<file path="config.mk">
export PLATFORM = sky130hd
export DESIGN_NAME = dcache_refill_unit
export DESIGN_NICKNAME = d
export VERILOG_FILES = /design/src/rtl/dcache_refill_unit.sv
export SDC_FILE = /design/constraint.sdc
export NUM_CORES = 2
export LEC_CHECK = 0
export ABC_AREA = 1
export CAP_MARGIN = 20
export CORE_AREA = 2 2 503 505
export DETAILED_ROUTE_END_ITERATION = 7
export DIE_AREA = 0 0 505 507
export HOLD_SLACK_MARGIN = 0.08
export SLEW_MARGIN = 10
export SYNTH_ARGS = -nofsm -noshare
export SYNTH_HDL_FRONTEND = slang
export SYNTH_SLANG_ARGS = --single-unit
</file>
<file path="constraint.sdc">
create_clock -name clk -period 19.52 [get_ports clk]
set_input_delay 3.904 -clock clk [delete_from_list [all_inputs] [get_ports clk]]
set_output_delay 3.904 -clock clk [all_outputs]
set_load 0.02 [all_outputs]
</file>
<file path="src/rtl/dcache_refill_unit.sv">
// Data-cache miss-repair engine: fetches a 1024-bit line as 32-bit beats and installs it as a full-mask fill.
// Optional critical-word-first burst ordering is enabled by defining DCACHE_REFILL_CWF_EN.
module dcache_refill_unit #(
    parameter int ADDR_W = 32,
    parameter int LINE_W = 1024,
    parameter int BEAT_W = 32,
    parameter int OFF_W  = 7
) (
    input  logic                  clk,
    input  logic                  rst,
    input  logic                  read_repair_request,
    input  logic                  write_repair_request,
    input  logic [ADDR_W-1:0]     missed_addr,
    output logic                  repair_resolved,
    output logic                  fill_valid,
    output logic [ADDR_W-1:0]     fill_addr,
    output logic [LINE_W-1:0]     fill_data,
    output logic [LINE_W/8-1:0]   fill_wmask,
    output logic                  mem_req_valid,
    input  logic                  mem_req_ready,
    output logic [ADDR_W-1:0]     mem_req_addr,
    input  logic                  mem_rsp_valid,
    input  logic [BEAT_W-1:0]     mem_rsp_data,
    output logic                  busy
);

    localparam int BEATS = LINE_W / BEAT_W;
    localparam int CNT_W = OFF_W - 2;

    localparam logic [2:0] S_IDLE    = 3'd0;
    localparam logic [2:0] S_REQ     = 3'd1;
    localparam logic [2:0] S_RECV    = 3'd2;
    localparam logic [2:0] S_FILL    = 3'd3;
    localparam logic [2:0] S_RESOLVE = 3'd4;
    localparam logic [2:0] S_GAP     = 3'd5;

    logic [2:0]              state;
    logic [ADDR_W-OFF_W-1:0] base_tag;
    logic [CNT_W-1:0]        cnt;
    logic [CNT_W-1:0]        slot;
    logic [LINE_W-1:0]       line_buf;
    logic [ADDR_W-1:0]       fill_addr_q;
    logic [ADDR_W-1:0]       req_addr;
    logic                    miss_seen;

`ifdef DCACHE_REFILL_CWF_EN
    logic [CNT_W-1:0] w0;
    logic [1:0]       unused_addr_bits;

    // Memory returns the missed word first; the 5-bit add wraps the slot modulo BEATS.
    assign slot             = cnt + w0;
    assign req_addr         = {base_tag, w0, 2'b00};
    assign unused_addr_bits = missed_addr[1:0];
`else
    logic [OFF_W-1:0] unused_addr_bits;

    assign slot             = cnt;
    assign req_addr         = {base_tag, {OFF_W{1'b0}}};
    assign unused_addr_bits = missed_addr[OFF_W-1:0];
`endif

    assign miss_seen       = read_repair_request | write_repair_request;
    assign busy            = (state != S_IDLE);
    assign mem_req_valid   = (state == S_REQ);
    assign mem_req_addr    = mem_req_valid ? req_addr : '0;
    assign fill_valid      = (state == S_FILL);
    assign fill_wmask      = {(LINE_W/8){fill_valid}};
    assign repair_resolved = (state == S_RESOLVE);
    assign fill_data       = line_buf;
    assign fill_addr       = fill_addr_q;

    always_ff @(posedge clk) begin
        if (rst) begin
            // NOTE: the line buffer is a wide register, not a RAM, so it is cleared in reset to
            // guarantee an aborted burst can never leak partial beats into a later fill.
            state       <= S_IDLE;
            base_tag    <= '0;
            cnt         <= '0;
            line_buf    <= '0;
            fill_addr_q <= '0;
`ifdef DCACHE_REFILL_CWF_EN
            w0          <= '0;
`endif
        end else begin
            case (state)
                S_IDLE: begin
                    if (miss_seen) begin
                        base_tag    <= missed_addr[ADDR_W-1:OFF_W];
`ifdef DCACHE_REFILL_CWF_EN
                        w0          <= missed_addr[OFF_W-1:2];
`endif
                        line_buf    <= '0;
                        fill_addr_q <= '0;
                        state       <= S_REQ;
                    end
                end
                S_REQ: begin
                    if (mem_req_ready) begin
                        cnt   <= '0;
                        state <= S_RECV;
                    end
                end
                S_RECV: begin
                    if (mem_rsp_valid) begin
                        line_buf[slot*BEAT_W +: BEAT_W] <= mem_rsp_data;
                        if (cnt == CNT_W'(BEATS-1)) begin
                            fill_addr_q <= {base_tag, {OFF_W{1'b0}}};
                            state       <= S_FILL;
                        end else begin
                            cnt <= cnt + 1'b1;
                        end
                    end
                end
                S_FILL:    state <= S_RESOLVE;
                S_RESOLVE: state <= S_GAP;
                // Requests are ignored here so the controller can drop its level.
                S_GAP:     state <= S_IDLE;
                default:   state <= S_IDLE;
            endcase
        end
    end

endmodule

</file>
Word-level counts from Yosys, hierarchy flattened
Cells that the tools add are included.
- input bits: 70
- bits in registers: 1089
- equality and inequality tests: 10
- $add $sub $neg: 2
- muxes and demuxes: 18
- reductions and logical operators: 9
- shifts and indexed selects: 2
- bitwise logic cells: 1
- operator list (cell ; number):
    1024-bit 2-to-1 mux ; 2
    1024-bit case mux with 2 select lines ; 1
    1024-bit bitwise mux ; 1
    32-bit by 34-bit variable shift with 1024-bit output (first input constant) ; 1
    32-bit by 34-bit indexed part select with 1024-bit output ; 1
    32-bit 2-to-1 mux ; 4
    32-bit case mux with 2 select lines ; 1
    10-bit negation with 34-bit output ; 1
    5-bit 2-to-1 mux ; 3
    3-bit case mux with 5 select lines ; 1
    3-bit 2-to-1 mux ; 4
    4-bit AND reduction ; 3
    5-bit case mux with 2 select lines ; 1
    2-bit != test (second input constant) ; 4
    3-bit by 2-bit == test with 1-bit output (second input constant) ; 2
    5-bit by 1-bit adder with 5-bit output (second input constant) ; 1
    5-bit == test (second input constant) ; 1
    2-bit nonzero test ; 2
    3-bit by 1-bit == test with 1-bit output (second input constant) ; 1
    3-bit == test (second input constant) ; 1
    3-bit zero test ; 1
    3-bit AND reduction ; 1
    3-bit nonzero test ; 1
    2-bit by 1-bit != test with 1-bit output (second input constant) ; 1
    other kinds (2) ; 2

Longest topological paths before layout
- depth after elaboration: 5
- depth in mapped cells: 20
- mapped depth without buffers: 17

Least setup slack after synthesis
Ideal clock, no wire load.
- kind: register -> output
- start: reg state[1]
- end: out fill_wmask[0]
- data arrival time: 5309 ps
- path slack: 10307 ps
- path buffers: 1
- cell stages (with the launch flop): 4
- required time: 15616 ps
- cell sequence: dfxtp_1 > nand2_1 > nor2_1 > buf_4
- word-level cells in the longest chain between the ends: 1
- ends and longest elaborated chain (item ; RTL line ; source):
    from (decl) ; 37 ; logic [2:0] state;
    from (signal assigned) ; 76 ; state <= S_IDLE;
    from (signal assigned) ; 94 ; state <= S_REQ;
    from (signal assigned) ; 100 ; state <= S_RECV;
    3-bit by 2-bit == test with 1-bit output ; 66 ; assign fill_valid = (state == S_FILL);
    to (decl) ; 18 ; output logic [LINE_W/8-1:0] fill_wmask,
No other way between the ends.

Final worst setup path
- start: reg state[2]
- end: out mem_req_addr[30]
- word-level cells in the longest chain between the ends: 2
- ends and longest elaborated chain (item ; RTL line ; source):
    3-bit by 1-bit == test with 1-bit output ; 64 ; assign mem_req_valid = (state == S_REQ);
    32-bit 2-to-1 mux ; 65 ; assign mem_req_addr = mem_req_valid ? req_addr : '0;
    to (decl) ; 21 ; output logic [ADDR_W-1:0] mem_req_addr,
No other way between the ends.

==> metrics.csv <==
metric,value,unit
critPathCaptureType,output port,
chipHeight,507,um
synth_top_area_share,49.6,%
grtUsageMet2,31.8,%
setup_viol,0,
met1_usage,26.2,%
insertion_delay,0.81,ns
cts.sinks,1082,
worst_ep_required_time,15.62,ns
hold_buffers,0,
grt_max_degree,198,
crit_type,flop to output port,
worst_pin_slew,1.21,ns
syn2layout_area_growth,43.9,%
die_x,505,um
drt_iter0_markers,4299,
ys_warn_count,0,
regToRegEndpoint,fill_data[401],
fin_skew,0.0380,ns
synth-compound-area-share,12.8,%
holdPathStages,2,
path_delay_family,buffers and inverters,
path_max_fanout,27,
finalCriticalPeriod,7.86,ns
cts_tree,built,
p_total,7090,uW
synth_area_leaders,"dfxtp_1 (50%), nand2_1 (15%), a21oi_1 (12%)",
drt_first_pass_iters,6,
grt.overflow.total,0,
drive_gt1_share,5.87,%
cts_max_level,4,
post_drt_wl_per_cell,27.3,um
postCtsSetupBuffers,0,
grt_use_total,20.9,%
portBuffers,1268,
synthSimpleGateAreaFrac,28.1,%
relSlewSlack,18.5,%
rows,184,
worst-r2r-setup-slack,13.59,ns
r2r-start,cnt[0],
cts_buffer_depth,3,
wirelength,282000,um
crit_cells,4,
core,250000,um2
grtUsageMet3,7.97,%
synth_area,43700,um2
cts-buffers-inserted,133,
grt_busiest_layer,met2,
tns,0,ns
peakVddDrop,0.128,mV
worst_ep_arrival_time,3.96,ns
worst-path-buf-inv,2,
ff2ff_path_depth,13,
cp_slowest_stage_delay,0.93,ns
finalCritPeriodShare,40.3,%
whs_endpoint,fill_data[877],
grt_pass1_wl,371000,um
dpl_cell_area,58200,um2
final_cell_area,62900,um2
root_buffer,clkbuf_16,
cpMaxStageDelayCell,clkinv_1,
path_cells,"nor3_2, clkinv_1, nor2_1, clkdlybuf4s50_1",
synth-seq-cells,1082,
syn_area_per_cell,7.30,um2
synth_fa_ha_area_share,0.115,%
drc_errors,0,
initial_utilization,17.4,%
final_antenna_net_count,0,
syn_inst,5981,
vias,45800,
status,"complete, no violations",
muxShareOfSynthArea,0,%
cp-start-kind,flop,
leakage,0.0196,uW
synth_xor_xnor_area_share,0,%
layout.nets,6956,
antenna_found_initial,29,
nFillCells,27800,
seq_area_frac_synth,49.6,%
post_cts_resized,0,
yosys.area.top_type,dfxtp_1,
hpwlAfterDp,211000,um
die_area,256000,um2
synth_top_family_by_area,simple AND/OR/NAND/NOR gates,
grt_pass1_vias,42400,
max_freq,127,MHz
min_path_type,flop to flop,
vias_per_cell,4.42,
hp-start,fill_data[877],
yosysUniqueCellTypes,30,
powerDensity,113,nW/um2
pin_count,1290,
rsz0062_at_grt,no,
finalHoldViolCount,0,
clkTransAtPathRegs,0.07,ns
layout_commonest_cell,nand2_1,
final_cell_mix,"nand2_1 (1676), clkdlybuf4s50_1 (1267), dfxtp_1 (1082)",
max-cap-violations,0,
place_congestion,0.886,
drv_slew,0,
[flip-flops by register name, indices dropped and copies added, names as in the netlist]
signal	flops
base_tag	25
cnt	5
state	3
fill_addr	25
fill_data	1024
[tightest hold or removal path: stages, from the launching register on]
cell	delay (ns)
dfxtp_1	0.30
nand2_1	0.06
a21oi_1	0.05
[final cells by class]
type,count,area [um2],share of cell area (%)
multi-input combinational,4083,18000,28.7
timing repair buffer,1380,13700,21.7
tap,3348,4190,6.66
inverter,202,768,1.22
clock buffer,175,3710,5.90
sequential,1082,21700,34.5
clock inverter,63,796,1.27
antenna,16,40.0,0.0637
[synth_stat cells]
| library cell | count |
|---|---|
| nand3_1 | 681 |
| clkinv_1 | 4 |
| a21oi_1 | 1082 |
| buf_6 | 3 |
| ha_1 | 4 |
| o21a_1 | 1 |
| nor2_2 | 5 |
| inv_2 | 30 |
| dfxtp_1 | 1082 |
| nand2_2 | 4 |
| nand2_4 | 1 |
| clkbuf_1 | 184 |
| nor3_1 | 126 |
| buf_1 | 18 |
| nor3_2 | 9 |
| clkbuf_4 | 1 |
| nor2_4 | 4 |
| o21ai_0 | 30 |
| inv_4 | 1 |
| nand4_1 | 13 |
| nand2_1 | 1691 |
| buf_2 | 245 |
| conb_1 | 1 |
| inv_1 | 167 |
| nand3_2 | 1 |
| o21ai_1 | 1 |
| or2_1 | 1 |
| nor3_4 | 2 |
| nor2_1 | 413 |
| buf_4 | 176 |
[cell families (layout without fill, tap and decap cells)]
logic type	Yosys count	after routing
buf+inv	829	1820
other cells	1	30
flops	1082	1082
fa+ha+maj	4	4
simple gates	2951	2951
compound gates	1114	1114
[metal layers]
metal	share of wire [%]	routed length, um	vias up
li1	-	-	21200
met3	10	28300	422
met5	0.054	153	-
met1	42	118000	22100
met4	4.8	13500	24
met2	43	122000	2072
[metrics by stage]
stage / std cells / setup slack [ns] / hold WS [ns] / util (%)
2_1_floorplan: 5994 / 10.31 / 0.439 / -
5_1_grt: 10300 / 11.36 / 0.470 / 25.1
6_report: 10300 / 11.66 / 0.458 / 25.1
4_1_cts: 10300 / 11.47 / 0.460 / 25.0
3_5_place_dp: 10100 / 11.43 / 0.452 / 23.2
3_3_place_gp: 10100 / 11.41 / 0.448 / 23.2
[worst max path at each step]
stage                              startpoint                to
after detailed placement  read_repair_request     fill_data[61]
after CTS                            state[2]   mem_req_addr[7]
final                                state[2]  mem_req_addr[30]
after global routing                 state[2]   mem_req_addr[7]
after global placement    read_repair_request    fill_data[304]
after floorplan                      state[1]     fill_wmask[0]
[report_power, final]
part	internal, uW	switching (uW)	total, uW
logic	367	1850	2220
clock network	1490	1110	2600
registers	2240	37.5	2280
No activity file was read; power rests on OpenSTA's default activity.
